File: src/rtl/niu_sii_pkg.sv
// Shared types and header field positions for the NIU->SII request tracker.
package niu_sii_pkg;

    // Header field positions inside niu_sii_data
    localparam int HDR_TAG_MSB = 79;
    localparam int HDR_TAG_LSB = 64;
    localparam int HDR_PA_MSB  = 39;
    localparam int TAG_W       = HDR_TAG_MSB - HDR_TAG_LSB + 1;
    localparam int PA_W        = HDR_PA_MSB + 1;

    typedef enum logic [1:0] {
        EVT_RD   = 2'd0,
        EVT_WR   = 2'd1,
        EVT_WR16 = 2'd2
    } evt_kind_t;

    typedef enum logic {
        IDLE    = 1'b0,
        PAYLOAD = 1'b1
    } fsm_t;

    // One completed request as it sits in the event FIFO
    typedef struct packed {
        evt_kind_t          kind;
        logic               bypass;
        logic [TAG_W-1:0]   tag;
        logic [PA_W-1:0]    pa;
        logic               par_err;
    } evt_rec_t;

endpackage

File: src/rtl/niu_sii_req_tracker_if.sv
// Request input bus and event/status output bus of the tracker.
interface niu_sii_req_tracker_if #(
    parameter int DATA_W    = 128,
    parameter int PAR_GRAIN = 16,
    parameter int CNT_W     = 16
);
    localparam int PAR_W = DATA_W / PAR_GRAIN;

    logic              enable;
    logic              niu_sii_hdr_vld;
    logic              niu_sii_reqbypass;
    logic              niu_sii_datareq;
    logic              niu_sii_datareq16;
    logic [DATA_W-1:0] niu_sii_data;
    logic [PAR_W-1:0]  niu_sii_parity;

    logic              evt_valid;
    logic              evt_ready;
    logic [1:0]        evt_kind;
    logic              evt_bypass;
    logic [15:0]       evt_tag;
    logic [39:0]       evt_pa;
    logic              evt_par_err;
    logic              err_overlap;
    logic              err_ovf;
    logic [CNT_W-1:0]  rd_cnt;
    logic [CNT_W-1:0]  wr_cnt;

    modport master (
        output enable, niu_sii_hdr_vld, niu_sii_reqbypass, niu_sii_datareq,
               niu_sii_datareq16, niu_sii_data, niu_sii_parity, evt_ready,
        input  evt_valid, evt_kind, evt_bypass, evt_tag, evt_pa, evt_par_err,
               err_overlap, err_ovf, rd_cnt, wr_cnt
    );

    modport slave (
        input  enable, niu_sii_hdr_vld, niu_sii_reqbypass, niu_sii_datareq,
               niu_sii_datareq16, niu_sii_data, niu_sii_parity, evt_ready,
        output evt_valid, evt_kind, evt_bypass, evt_tag, evt_pa, evt_par_err,
               err_overlap, err_ovf, rd_cnt, wr_cnt
    );
endinterface

File: src/rtl/niu_sii_evt_fifo.sv
// Synchronous event-record FIFO; extra pointer bit separates full from empty.
module niu_sii_evt_fifo
    import niu_sii_pkg::*;
#(
    parameter int DEPTH = 8
) (
    input  logic     clk,
    input  logic     rst_n,
    input  logic     push_i,
    input  evt_rec_t rec_i,
    input  logic     pop_i,
    output evt_rec_t rec_o,
    output logic     full_o,
    output logic     empty_o
);
    localparam int AW = $clog2(DEPTH);

    evt_rec_t      mem_q [DEPTH];
    logic [AW:0]   wr_ptr_q;
    logic [AW:0]   rd_ptr_q;
    logic          do_push_s;
    logic          do_pop_s;

    assign empty_o   = (wr_ptr_q == rd_ptr_q);
    assign full_o    = (wr_ptr_q[AW] != rd_ptr_q[AW]) &&
                       (wr_ptr_q[AW-1:0] == rd_ptr_q[AW-1:0]);
    // A pop frees the slot the same cycle, so push while full succeeds with a pop
    assign do_pop_s  = pop_i && !empty_o;
    assign do_push_s = push_i && (!full_o || do_pop_s);
    assign rec_o     = mem_q[rd_ptr_q[AW-1:0]];

    // Storage and pointer update; storage is cleared so outputs read zero out of reset
    always_ff @(posedge clk or negedge rst_n) begin
        if (!rst_n) begin
            for (int i = 0; i < DEPTH; i++) begin
                mem_q[i] <= '0;
            end
            wr_ptr_q <= '0;
            rd_ptr_q <= '0;
        end else begin
            if (do_push_s) begin
                mem_q[wr_ptr_q[AW-1:0]] <= rec_i;
                wr_ptr_q <= wr_ptr_q + 1'b1;
            end
            if (do_pop_s) begin
                rd_ptr_q <= rd_ptr_q + 1'b1;
            end
        end
    end
endmodule

File: src/rtl/niu_sii_req_tracker.sv
// Tracks NIU->SII inbound DMA requests: decodes headers, counts write beats,
// checks grain parity and header overlap, and queues one record per request.
module niu_sii_req_tracker
    import niu_sii_pkg::*;
#(
    parameter int DATA_W    = 128,
    parameter int PAR_GRAIN = 16,
    parameter bit PAR_ODD   = 1'b1,
    parameter int WR_BEATS  = 4,
    parameter int EVT_DEPTH = 8,
    parameter int CNT_W     = 16
) (
    input  logic iol2clk,
    input  logic rst_l,
    niu_sii_req_tracker_if.slave bus
);
    localparam int PAR_W = DATA_W / PAR_GRAIN;

    // Parity error for one grain: data XOR its parity bit must equal PAR_ODD
    function automatic logic grain_bad(input logic [PAR_GRAIN-1:0] g, input logic p);
        return ((^g) ^ p) != PAR_ODD;
    endfunction

    fsm_t             state_q;
    logic [3:0]       beat_cnt_q;
    evt_kind_t        kind_q;
    logic             bypass_q;
    logic [TAG_W-1:0] tag_q;
    logic [PA_W-1:0]  pa_q;
    logic             par_err_q;
    logic             err_overlap_q;
    logic             err_ovf_q;
    logic [CNT_W-1:0] rd_cnt_q, rd_cnt_d;
    logic [CNT_W-1:0] wr_cnt_q, wr_cnt_d;

    logic [PAR_W-1:0] grain_err_s;
    logic             par_bad_s;
    logic             hdr_take_s;
    logic             push_s;
    evt_rec_t         rec_s;
    evt_rec_t         fifo_rec_s;
    logic             fifo_full_s;
    logic             fifo_empty_s;
    logic             pop_s;
    logic             unused_s;

    for (genvar gi = 0; gi < PAR_W; gi++) begin : g_par
        assign grain_err_s[gi] = grain_bad(bus.niu_sii_data[gi*PAR_GRAIN +: PAR_GRAIN],
                                           bus.niu_sii_parity[gi]);
    end

    assign par_bad_s  = |grain_err_s;
    assign hdr_take_s = (state_q == IDLE) && bus.enable && bus.niu_sii_hdr_vld;
    assign pop_s      = bus.evt_ready && !fifo_empty_s;
    assign unused_s   = ^{bus.niu_sii_data[DATA_W-1:HDR_TAG_MSB+1],
                          bus.niu_sii_data[HDR_TAG_LSB-1:HDR_PA_MSB+1]};

    // Build the record to push: a read at its header, a write at its last beat
    always_comb begin
        push_s = 1'b0;
        rec_s  = '0;
        if (state_q == PAYLOAD) begin
            if (beat_cnt_q == 4'd1) begin
                push_s        = 1'b1;
                rec_s.kind    = kind_q;
                rec_s.bypass  = bypass_q;
                rec_s.tag     = tag_q;
                rec_s.pa      = pa_q;
                rec_s.par_err = par_err_q | par_bad_s;
            end else begin
                push_s = 1'b0;
            end
        end else if (hdr_take_s && !bus.niu_sii_datareq16 && !bus.niu_sii_datareq) begin
            push_s        = 1'b1;
            rec_s.kind    = EVT_RD;
            rec_s.bypass  = bus.niu_sii_reqbypass;
            rec_s.tag     = bus.niu_sii_data[HDR_TAG_MSB:HDR_TAG_LSB];
            rec_s.pa      = bus.niu_sii_data[HDR_PA_MSB:0];
            rec_s.par_err = par_bad_s;
        end else begin
            push_s = 1'b0;
        end
    end

    // Header decode and payload beat tracking; overlap flag is a registered pulse
    always_ff @(posedge iol2clk or negedge rst_l) begin
        if (!rst_l) begin
            state_q       <= IDLE;
            beat_cnt_q    <= 4'd0;
            kind_q        <= EVT_RD;
            bypass_q      <= 1'b0;
            tag_q         <= '0;
            pa_q          <= '0;
            par_err_q     <= 1'b0;
            err_overlap_q <= 1'b0;
        end else begin
            err_overlap_q <= (state_q == PAYLOAD) && bus.niu_sii_hdr_vld;
            case (state_q)
                IDLE: begin
                    if (hdr_take_s && (bus.niu_sii_datareq16 || bus.niu_sii_datareq)) begin
                        state_q    <= PAYLOAD;
                        beat_cnt_q <= bus.niu_sii_datareq16 ? 4'd1 : 4'(WR_BEATS);
                        kind_q     <= bus.niu_sii_datareq16 ? EVT_WR16 : EVT_WR;
                        bypass_q   <= bus.niu_sii_reqbypass;
                        tag_q      <= bus.niu_sii_data[HDR_TAG_MSB:HDR_TAG_LSB];
                        pa_q       <= bus.niu_sii_data[HDR_PA_MSB:0];
                        par_err_q  <= par_bad_s;
                    end else begin
                        state_q <= IDLE;
                    end
                end
                PAYLOAD: begin
                    par_err_q <= par_err_q | par_bad_s;
                    if (beat_cnt_q == 4'd1) begin
                        state_q <= IDLE;
                    end else begin
                        beat_cnt_q <= beat_cnt_q - 4'd1;
                    end
                end
                default: state_q <= IDLE;
            endcase
        end
    end

    // Saturating statistics: every push attempt counts, even one that is dropped
    always_comb begin
        rd_cnt_d = rd_cnt_q;
        wr_cnt_d = wr_cnt_q;
        if (push_s && (rec_s.kind == EVT_RD)) begin
            rd_cnt_d = (&rd_cnt_q) ? rd_cnt_q : rd_cnt_q + 1'b1;
        end else if (push_s) begin
            wr_cnt_d = (&wr_cnt_q) ? wr_cnt_q : wr_cnt_q + 1'b1;
        end else begin
            rd_cnt_d = rd_cnt_q;
        end
    end

    // Counter and sticky overflow registers
    always_ff @(posedge iol2clk or negedge rst_l) begin
        if (!rst_l) begin
            rd_cnt_q  <= '0;
            wr_cnt_q  <= '0;
            err_ovf_q <= 1'b0;
        end else begin
            rd_cnt_q  <= rd_cnt_d;
            wr_cnt_q  <= wr_cnt_d;
            err_ovf_q <= err_ovf_q | (push_s && fifo_full_s && !pop_s);
        end
    end

    niu_sii_evt_fifo #(.DEPTH(EVT_DEPTH)) u_fifo (
        .clk     (iol2clk),
        .rst_n   (rst_l),
        .push_i  (push_s),
        .rec_i   (rec_s),
        .pop_i   (pop_s),
        .rec_o   (fifo_rec_s),
        .full_o  (fifo_full_s),
        .empty_o (fifo_empty_s)
    );

    assign bus.evt_valid   = !fifo_empty_s;
    assign bus.evt_kind    = fifo_rec_s.kind;
    assign bus.evt_bypass  = fifo_rec_s.bypass;
    assign bus.evt_tag     = fifo_rec_s.tag;
    assign bus.evt_pa      = fifo_rec_s.pa;
    assign bus.evt_par_err = fifo_rec_s.par_err;
    assign bus.err_overlap = err_overlap_q;
    assign bus.err_ovf     = err_ovf_q;
    assign bus.rd_cnt      = rd_cnt_q;
    assign bus.wr_cnt      = wr_cnt_q;
endmodule
File: src/flat_wrapper.sv
// flat-port wrapper written by rule: the top's interface ports become plain ports
module niu_sii_req_tracker_flat import niu_sii_pkg::*;
#(
    parameter int DATA_W    = 128,
    parameter int PAR_GRAIN = 16,
    parameter bit PAR_ODD   = 1'b1,
    parameter int WR_BEATS  = 4,
    parameter int EVT_DEPTH = 8,
    parameter int CNT_W     = 16
)
  (iol2clk, rst_l, bus_enable, bus_niu_sii_hdr_vld, bus_niu_sii_reqbypass, bus_niu_sii_datareq, bus_niu_sii_datareq16, bus_niu_sii_data, bus_niu_sii_parity, bus_evt_ready, bus_evt_valid, bus_evt_kind, bus_evt_bypass, bus_evt_tag, bus_evt_pa, bus_evt_par_err, bus_err_overlap, bus_err_ovf, bus_rd_cnt, bus_wr_cnt);
  niu_sii_req_tracker_if #(.DATA_W(DATA_W), .PAR_GRAIN(PAR_GRAIN), .CNT_W(CNT_W)) bus_i ();
  input  logic iol2clk;
  input  logic rst_l;
  input wire logic [$bits(bus_i.enable)-1:0] bus_enable;
  input wire logic [$bits(bus_i.niu_sii_hdr_vld)-1:0] bus_niu_sii_hdr_vld;
  input wire logic [$bits(bus_i.niu_sii_reqbypass)-1:0] bus_niu_sii_reqbypass;
  input wire logic [$bits(bus_i.niu_sii_datareq)-1:0] bus_niu_sii_datareq;
  input wire logic [$bits(bus_i.niu_sii_datareq16)-1:0] bus_niu_sii_datareq16;
  input wire logic [$bits(bus_i.niu_sii_data)-1:0] bus_niu_sii_data;
  input wire logic [$bits(bus_i.niu_sii_parity)-1:0] bus_niu_sii_parity;
  input wire logic [$bits(bus_i.evt_ready)-1:0] bus_evt_ready;
  output wire logic [$bits(bus_i.evt_valid)-1:0] bus_evt_valid;
  output wire logic [$bits(bus_i.evt_kind)-1:0] bus_evt_kind;
  output wire logic [$bits(bus_i.evt_bypass)-1:0] bus_evt_bypass;
  output wire logic [$bits(bus_i.evt_tag)-1:0] bus_evt_tag;
  output wire logic [$bits(bus_i.evt_pa)-1:0] bus_evt_pa;
  output wire logic [$bits(bus_i.evt_par_err)-1:0] bus_evt_par_err;
  output wire logic [$bits(bus_i.err_overlap)-1:0] bus_err_overlap;
  output wire logic [$bits(bus_i.err_ovf)-1:0] bus_err_ovf;
  output wire logic [$bits(bus_i.rd_cnt)-1:0] bus_rd_cnt;
  output wire logic [$bits(bus_i.wr_cnt)-1:0] bus_wr_cnt;
  assign bus_i.enable = bus_enable;
  assign bus_i.niu_sii_hdr_vld = bus_niu_sii_hdr_vld;
  assign bus_i.niu_sii_reqbypass = bus_niu_sii_reqbypass;
  assign bus_i.niu_sii_datareq = bus_niu_sii_datareq;
  assign bus_i.niu_sii_datareq16 = bus_niu_sii_datareq16;
  assign bus_i.niu_sii_data = bus_niu_sii_data;
  assign bus_i.niu_sii_parity = bus_niu_sii_parity;
  assign bus_i.evt_ready = bus_evt_ready;
  assign bus_evt_valid = bus_i.evt_valid;
  assign bus_evt_kind = bus_i.evt_kind;
  assign bus_evt_bypass = bus_i.evt_bypass;
  assign bus_evt_tag = bus_i.evt_tag;
  assign bus_evt_pa = bus_i.evt_pa;
  assign bus_evt_par_err = bus_i.evt_par_err;
  assign bus_err_overlap = bus_i.err_overlap;
  assign bus_err_ovf = bus_i.err_ovf;
  assign bus_rd_cnt = bus_i.rd_cnt;
  assign bus_wr_cnt = bus_i.wr_cnt;
  niu_sii_req_tracker #(.DATA_W(DATA_W), .PAR_GRAIN(PAR_GRAIN), .PAR_ODD(PAR_ODD), .WR_BEATS(WR_BEATS), .EVT_DEPTH(EVT_DEPTH), .CNT_W(CNT_W)) u_core (.iol2clk(iol2clk), .rst_l(rst_l), .bus(bus_i));
endmodule
File: config.mk
export PLATFORM = sky130hd
export DESIGN_NAME = niu_sii_req_tracker_flat
export DESIGN_NICKNAME = d
export VERILOG_FILES = /design/src/rtl/niu_sii_pkg.sv /design/src/rtl/niu_sii_req_tracker_if.sv /design/src/rtl/niu_sii_evt_fifo.sv /design/src/rtl/niu_sii_req_tracker.sv /design/src/flat_wrapper.sv
export SDC_FILE = /design/constraint.sdc
export NUM_CORES = 1
export LEC_CHECK = 0
export ABC_CLOCK_PERIOD_IN_PS = 4400
export CAP_MARGIN = 20
export CORE_MARGIN = 2
export CORE_UTILIZATION = 30
export DETAILED_ROUTE_END_ITERATION = 6
export GPL_TIMING_DRIVEN = 1
export PLACE_DENSITY_LB_ADDON = 0.3
export SLEW_MARGIN = 0
export SYNTH_ARGS = -nofsm -noshare
export SYNTH_HDL_FRONTEND = slang
export SYNTH_SLANG_ARGS = --single-unit
export TNS_END_PERCENT = 20
File: constraint.sdc
create_clock -name iol2clk -period 4.4 [get_ports iol2clk]
set_clock_uncertainty 0.2 [all_clocks]
set_input_delay 0.66 -clock iol2clk [delete_from_list [all_inputs] [get_ports iol2clk]]
set_output_delay 0.66 -clock iol2clk [all_outputs]
set_load 0.01 [all_outputs]
### After elaboration in Yosys (flattened, before gate mapping)

Index checks and enable logic that the tools add are counted.

* register bits after elaboration: 587
* bits in latches: 0
* RAM bits: 0
* ROM bits: 0
* bits of input ports: 144
* word-level logic and storage cells: 150
* memories kept: 0

* add/subtract/negate cells: 5
* multiply operators: 0
* divide/modulo/power cells: 0
* magnitude comparators: 3
* equality and inequality tests: 6
* shift operators: 0
* mux-type cells: 22
* bitwise gates (word level): 24
* reduce and logical (&&, ||, !) cells: 37

Operator list (count)
* bitwise mux 480 bit: 1
* 2-to-1 mux 60 bit: 5
* binary-select mux 60 bit (select 3 bit): 1
* demux 60 bit (select 3 bit): 1
* parity 16 bit: 8
* 2-to-1 mux 58 bit: 1
* adder 16 x 1 -> 16 bit (second input constant): 2
* AND reduction 16 bit: 2
* logical AND 1 bit: 14
* NOT 1 bit: 12
* adder 4 x 1 -> 4 bit (second input constant): 2
* >= comparator 4 bit (second input constant): 2
* 2-to-1 mux 4 bit: 2
* NOT 3 -> 4 bit: 2
* case mux 4 bit (2 select lines): 1
* OR reduction 8 bit: 1
* bitwise XOR 1 bit: 8
* 2-to-1 mux 1 bit: 6
* AND reduction 2 bit: 3
* zero test 1 bit: 5
* equality test 4 x 1 -> 1 bit (second input constant): 1
* equality test 4 bit: 1
* less-than comparator 4 x 1 -> 1 bit (second input constant): 1
* inequality test 2 bit (second input constant): 2
* other kinds (10): 13

### Logic depth before layout (Yosys ltp)

* depth in word-level cells: 11
* gate-level depth with buffers: 11

### By module

Synthesis repeated with hierarchy kept, for this count alone.

* cell total of the unflattened synthesis: 1900
* area total of the unflattened synthesis: 27615.2 sq um

By module, submodules not included
* niu_sii_evt_fifo: times used 1, cells an instance 1280, area each 21802.2 sq um
* niu_sii_req_tracker: times used 1, cells an instance 620, area each 5813.1 sq um

### Worst setup path after synthesis

OpenSTA, ideal clock, no wires.

* path type: register to output
* from: reg u_core.u_fifo.rd_ptr_q[0]
* to: out bus_evt_kind[1]
* arrival time: 1.978 ns
* required time: 3.540 ns
* setup slack: 1.562 ns
* stages on the path, launching flop included: 6
* buffers on the path: 3
* cells stage by stage: dfrtp_1 > clkbuf_1 > clkbuf_1 > buf_2 > mux4_2 > mux2_2

* longest elaborated chain between the ends: 4

Ends and longest elaborated chain
* from (decl): RTL line niu_sii_evt_fifo.sv:20 `logic [AW:0] rd_ptr_q;`
* from (signal assigned): RTL line niu_sii_evt_fifo.sv:46 `rd_ptr_q <= rd_ptr_q + 1'b1;`
* NOT 3 -> 4 bit (not written as such): RTL line niu_sii_evt_fifo.sv:30 `assign rec_o = mem_q[rd_ptr_q[AW-1:0]];`
* binary-select mux 60 bit (select 3 bit): RTL line niu_sii_evt_fifo.sv:30
* 2-to-1 mux 60 bit (not written as such) (2 in series): RTL line niu_sii_evt_fifo.sv:30
* to (decl): RTL line flat_wrapper.sv:24 `output wire logic [$bits(bus_i.evt_kind)-1:0] bus_evt_kind;`

Every way passes these cells. The select of a mux whose other input is x is not followed.

### Final worst setup path

* from: reg u_core.u_fifo.rd_ptr_q[0]
* to: out bus_evt_tag[2]

* longest elaborated chain between the ends: 4

Ends and longest elaborated chain
* NOT 3 -> 4 bit (not written as such): RTL line niu_sii_evt_fifo.sv:30
* binary-select mux 60 bit (select 3 bit): RTL line niu_sii_evt_fifo.sv:30
* 2-to-1 mux 60 bit (not written as such) (2 in series): RTL line niu_sii_evt_fifo.sv:30
* to (decl): RTL line flat_wrapper.sv:26 `output wire logic [$bits(bus_i.evt_tag)-1:0] bus_evt_tag;`

Every way passes these cells. The select of a mux whose other input is x is not followed.

==> flow_metrics.py <==
metrics = {
    "logic_synthesis": {
        "synth_seq_cells": 587,
        "ys_types": 46,
        "synth_top_cell_area_share_pct": 55.6,
        "yosysSeqAreaShare_pct": 55.6,
        "ys_warn_count": 0,
        "synth_ff_type": "dfrtp_1",
        "avgSynthCellArea_um2": 10.9,
        "synth_edf_count": 0,
        "synthTopCellsByArea": "dfrtp_1 56%, mux4_2 10%, nand2_1 9.6%",
        "syn_area_um2": 26400,
        "yosysMostFrequentCell": "nand2_1",
        "netlist_instances": 2423,
        "synth_area_leader_cell": "dfrtp_1",
        "netlist_top_cells_count": "672 x nand2_1, 587 x dfrtp_1, 476 x o21ai_0, 132 x xnor2_1, 120 x mux4_2",
        "synth_nets": 2573,
        "async_flop_share_pct": 100,
    },
    "placement": {
        "hpwl_mm": 44.5,
        "dp_cells": 3700,
        "place_area_um2": 30200,
        "io_buffers": 238,
        "gp_congestion": 0.730,
    },
    "power_and_ir_drop": {
        "power.internal_mw": 12.0,
        "pwr-share-comb_pct": 25.7,
        "p_switching_mw": 5.49,
        "swShare_pct": 31.4,
        "seqPwrFrac_pct": 41.7,
        "clkPwrFrac_pct": 32.6,
        "leakage_nw": 13.8,
        "p_total_mw": 17.5,
        "peakVddDrop_mv": 0.350,
        "p_per_area_nw_per_um2": 539,
    },
    "global_routing": {
        "track_usage_pct": 15.8,
        "overflow": 0,
        "grt_pass1_vias": 18600,
        "grt_first_pass_wirelength_mm": 112,
        "antenna_found_initial": 3,
        "grt_max_degree": 96,
    },
    "route": {
        "drt-total-wl_mm": 70.2,
        "vias_per_cell": 4.72,
        "num_vias": 18000,
        "drc": 0,
        "drtPass1Iterations": 5,
        "drt_iter0_drc": 1038,
        "antenna_left": 0,
        "wl_per_cell_um": 18.4,
    },
    "layout": {
        "n_antenna_cell": 0,
        "drive_gt1_share_pct": 13.7,
        "multi_input_area_um2": 11000,
        "area_delta_synth_final_pct": 23.1,
        "ff_latch_area_um2": 14700,
        "fill_cells": 8637,
        "fin_cells": 3816,
        "nNetsFinal": 2759,
        "final_design_area_no_fill_um2": 32500,
    },
    "setup_path": {
        "max_stage_delay_ps": 730,
        "cp-end-kind": "output pin",
        "critPathKind": "reg2out",
        "cp.required_ps": 3540,
        "cp_slowest_cell": "dfrtp_4",
        "path_max_fanout": 21,
        "cp.buffers_inverters": 2,
        "worstPathArrival_ps": 3150,
        "crit_family": "buffers and inverters",
        "cp-start-kind": "flip-flop",
        "path_cells": "buf_4, mux4_2, mux2_2, clkdlybuf4s50_1",
    },
    "floorplan": {
        "initial_core_util_pct": 30.3,
        "die-area_um2": 90400,
        "ios": 239,
        "die_w_um": 301,
        "rows": 108,
        "die_h_um": 301,
        "fp.coreArea_um2": 87000,
    },
    "sta": {
        "drv_slew": 0,
        "slew-limit-headroom_pct": 31.2,
        "fin_tns_setup_ps": 0,
        "holdWs_ps": 273,
        "worst_pin_slew_ps": 1030,
        "fmax_ghz": 0.250,
        "finalCritPeriodShare_pct": 91.1,
        "final.min_clock_period_ps": 4010,
        "grt_setup_unrepaired": "no",
        "hold_viol": 0,
        "finalSetupViolCount": 0,
    },
    "clock_network": {
        "clkSinkCount": 587,
        "clockRootBuffer": "clkbuf_16",
        "post_cts_buffers": 0,
        "cts_made_buffers": 61,
        "clk_latency_ps": 630,
        "cts.clk_slew.worst_paths_ps": 60,
        "htreeDepth": 2,
        "cts_tree": "yes",
        "cts_buffer_depth": 3,
    },
    "job": {
        "maxCapViolCount": 0,
    },
    "status": {
        "outcome": "finished, final reports clean",
    },
    "worst_hold_path": {
        "min_path_type": "reg2reg",
    },
}
## power groups by stage
stage	Clock (mW)	Combinational, mW	Sequential [mW]
after global placement	0	4.54	7.36
after global routing	6.09	5.00	7.45
after detailed placement	0	4.59	7.39
after CTS	5.87	4.60	7.30
final	5.72	4.50	7.30
after floorplan	0	3.14	6.95
## final cells by class
cell class / count / share of cell area (%)
clock inverters: 35 / 1.61
inverters: 10 / 0.116
repair buffers: 292 / 9.33
flip-flops and latches: 587 / 45.2
well taps: 1155 / 4.45
multi-input cells: 1657 / 33.9
clock buffers: 80 / 5.32
## tightest hold or removal path, stage by stage (launching register included)
cell,delay [ps]
dfrtp_1,330
nand2_1,40
o21ai_0,60
## worst paths after layout
kind | start | to | slack (ps) | cells after the start
min in group asynchronous | rst_l | u_core.pa_q[33] | 490 | 2
min reg2reg | u_core.u_fifo.mem_q[272] | u_core.u_fifo.mem_q[272] | 270 | 2
max | u_core.u_fifo.rd_ptr_q[0] | bus_evt_tag[2] | 390 | 4
min | u_core.u_fifo.mem_q[272] | u_core.u_fifo.mem_q[272] | 270 | 2
max in group asynchronous | rst_l | u_core.u_fifo.mem_q[249] | 2490 | 3
max reg2reg | u_core.u_fifo.rd_ptr_q[2] | u_core.u_fifo.mem_q[455] | 1100 | 7
## metal layers
layer / track usage [%] / routed length [um] / vias to the layer above
met5: 0 / 40 / -
met3: 3.72 / 4400 / 77
met4: 3.33 / 1250 / 6
li1: - / - / 8720
met1: 22.8 / 33400 / 8836
met2: 24.1 / 31100 / 382
## what timing repair did
item	CTS	global route
hold buffers	1	0
gates resized for setup	0	0
endpoints found under the hold margin	84	0
## per-stage QoR
stage / utilization (%) / worst slack, ps
after floorplan: - / 1560
after global placement: 34.7 / 735
after detailed placement: 34.7 / 682
after CTS: 37.3 / 314
after global routing: 37.3 / 222
final: 37.3 / 393
## logic make-up (layout without fill, tap and decap cells)
family / after synthesis / after routing / share of synthesized area, %
DFF: 587 / 587 / 55.6
xor gates and xnor gates: 164 / 164 / 5.75
and+or+nand+nor: 743 / 743 / 11.2
AOI/OAI and AO/OA: 561 / 561 / 11.4
muxes: 183 / 183 / 12.9
adders and majority gates: 6 / 6 / 0.284
buffers and inverters: 179 / 417 / 2.81
## state kept, by name (all words and copies together) (netlist names)
| signal | cells |
|---|---|
| u_core.pa_q | 40 |
| u_core.bus.rd_cnt | 16 |
| u_core.par_err_q | 1 |
| u_core.beat_cnt_q | 4 |
| u_core.u_fifo.rd_ptr_q | 4 |
| u_core.bus.err_ovf | 1 |
| u_core.state_q | 1 |
| u_core.kind_q | 2 |
| u_core.bypass_q | 1 |
| u_core.tag_q | 16 |
| u_core.bus.wr_cnt | 16 |
| u_core.bus.err_overlap | 1 |
| u_core.u_fifo.mem_q | 480 |
| u_core.u_fifo.wr_ptr_q | 4 |
## layout by cell type, fill, tap and decap left out, drive strengths merged, types with 2 or more instances in the layout
| cell type | synthesis | routed |
|---|---|---|
| a21oi | 11 | 11 |
| a31oi | 4 | 4 |
| ha | 6 | 6 |
| xnor3 | 6 | 6 |
| o21ai | 479 | 479 |
| nand4b | 2 | 2 |
| mux2 | 63 | 63 |
| clkinvlp | 0 | 7 |
| a22oi | 61 | 61 |
| clkinv | 0 | 14 |
| mux4 | 120 | 120 |
| nor4 | 2 | 2 |
| xor2 | 26 | 26 |
| nand3b | 3 | 3 |
| dfrtp | 587 | 587 |
| nor3 | 4 | 4 |
| xnor2 | 132 | 132 |
| nor2 | 18 | 18 |
| nor3b | 3 | 3 |
| bufinv | 0 | 12 |
| and2 | 4 | 4 |
| nand3 | 10 | 10 |
| inv | 10 | 12 |
| nand4 | 11 | 11 |
| nand2 | 672 | 672 |
| clkdlybuf4s50 | 0 | 237 |
| clkbuf | 106 | 80 |
| and3 | 7 | 7 |
| buf | 63 | 54 |
Note: power is estimated with default switching activity, not from simulation.
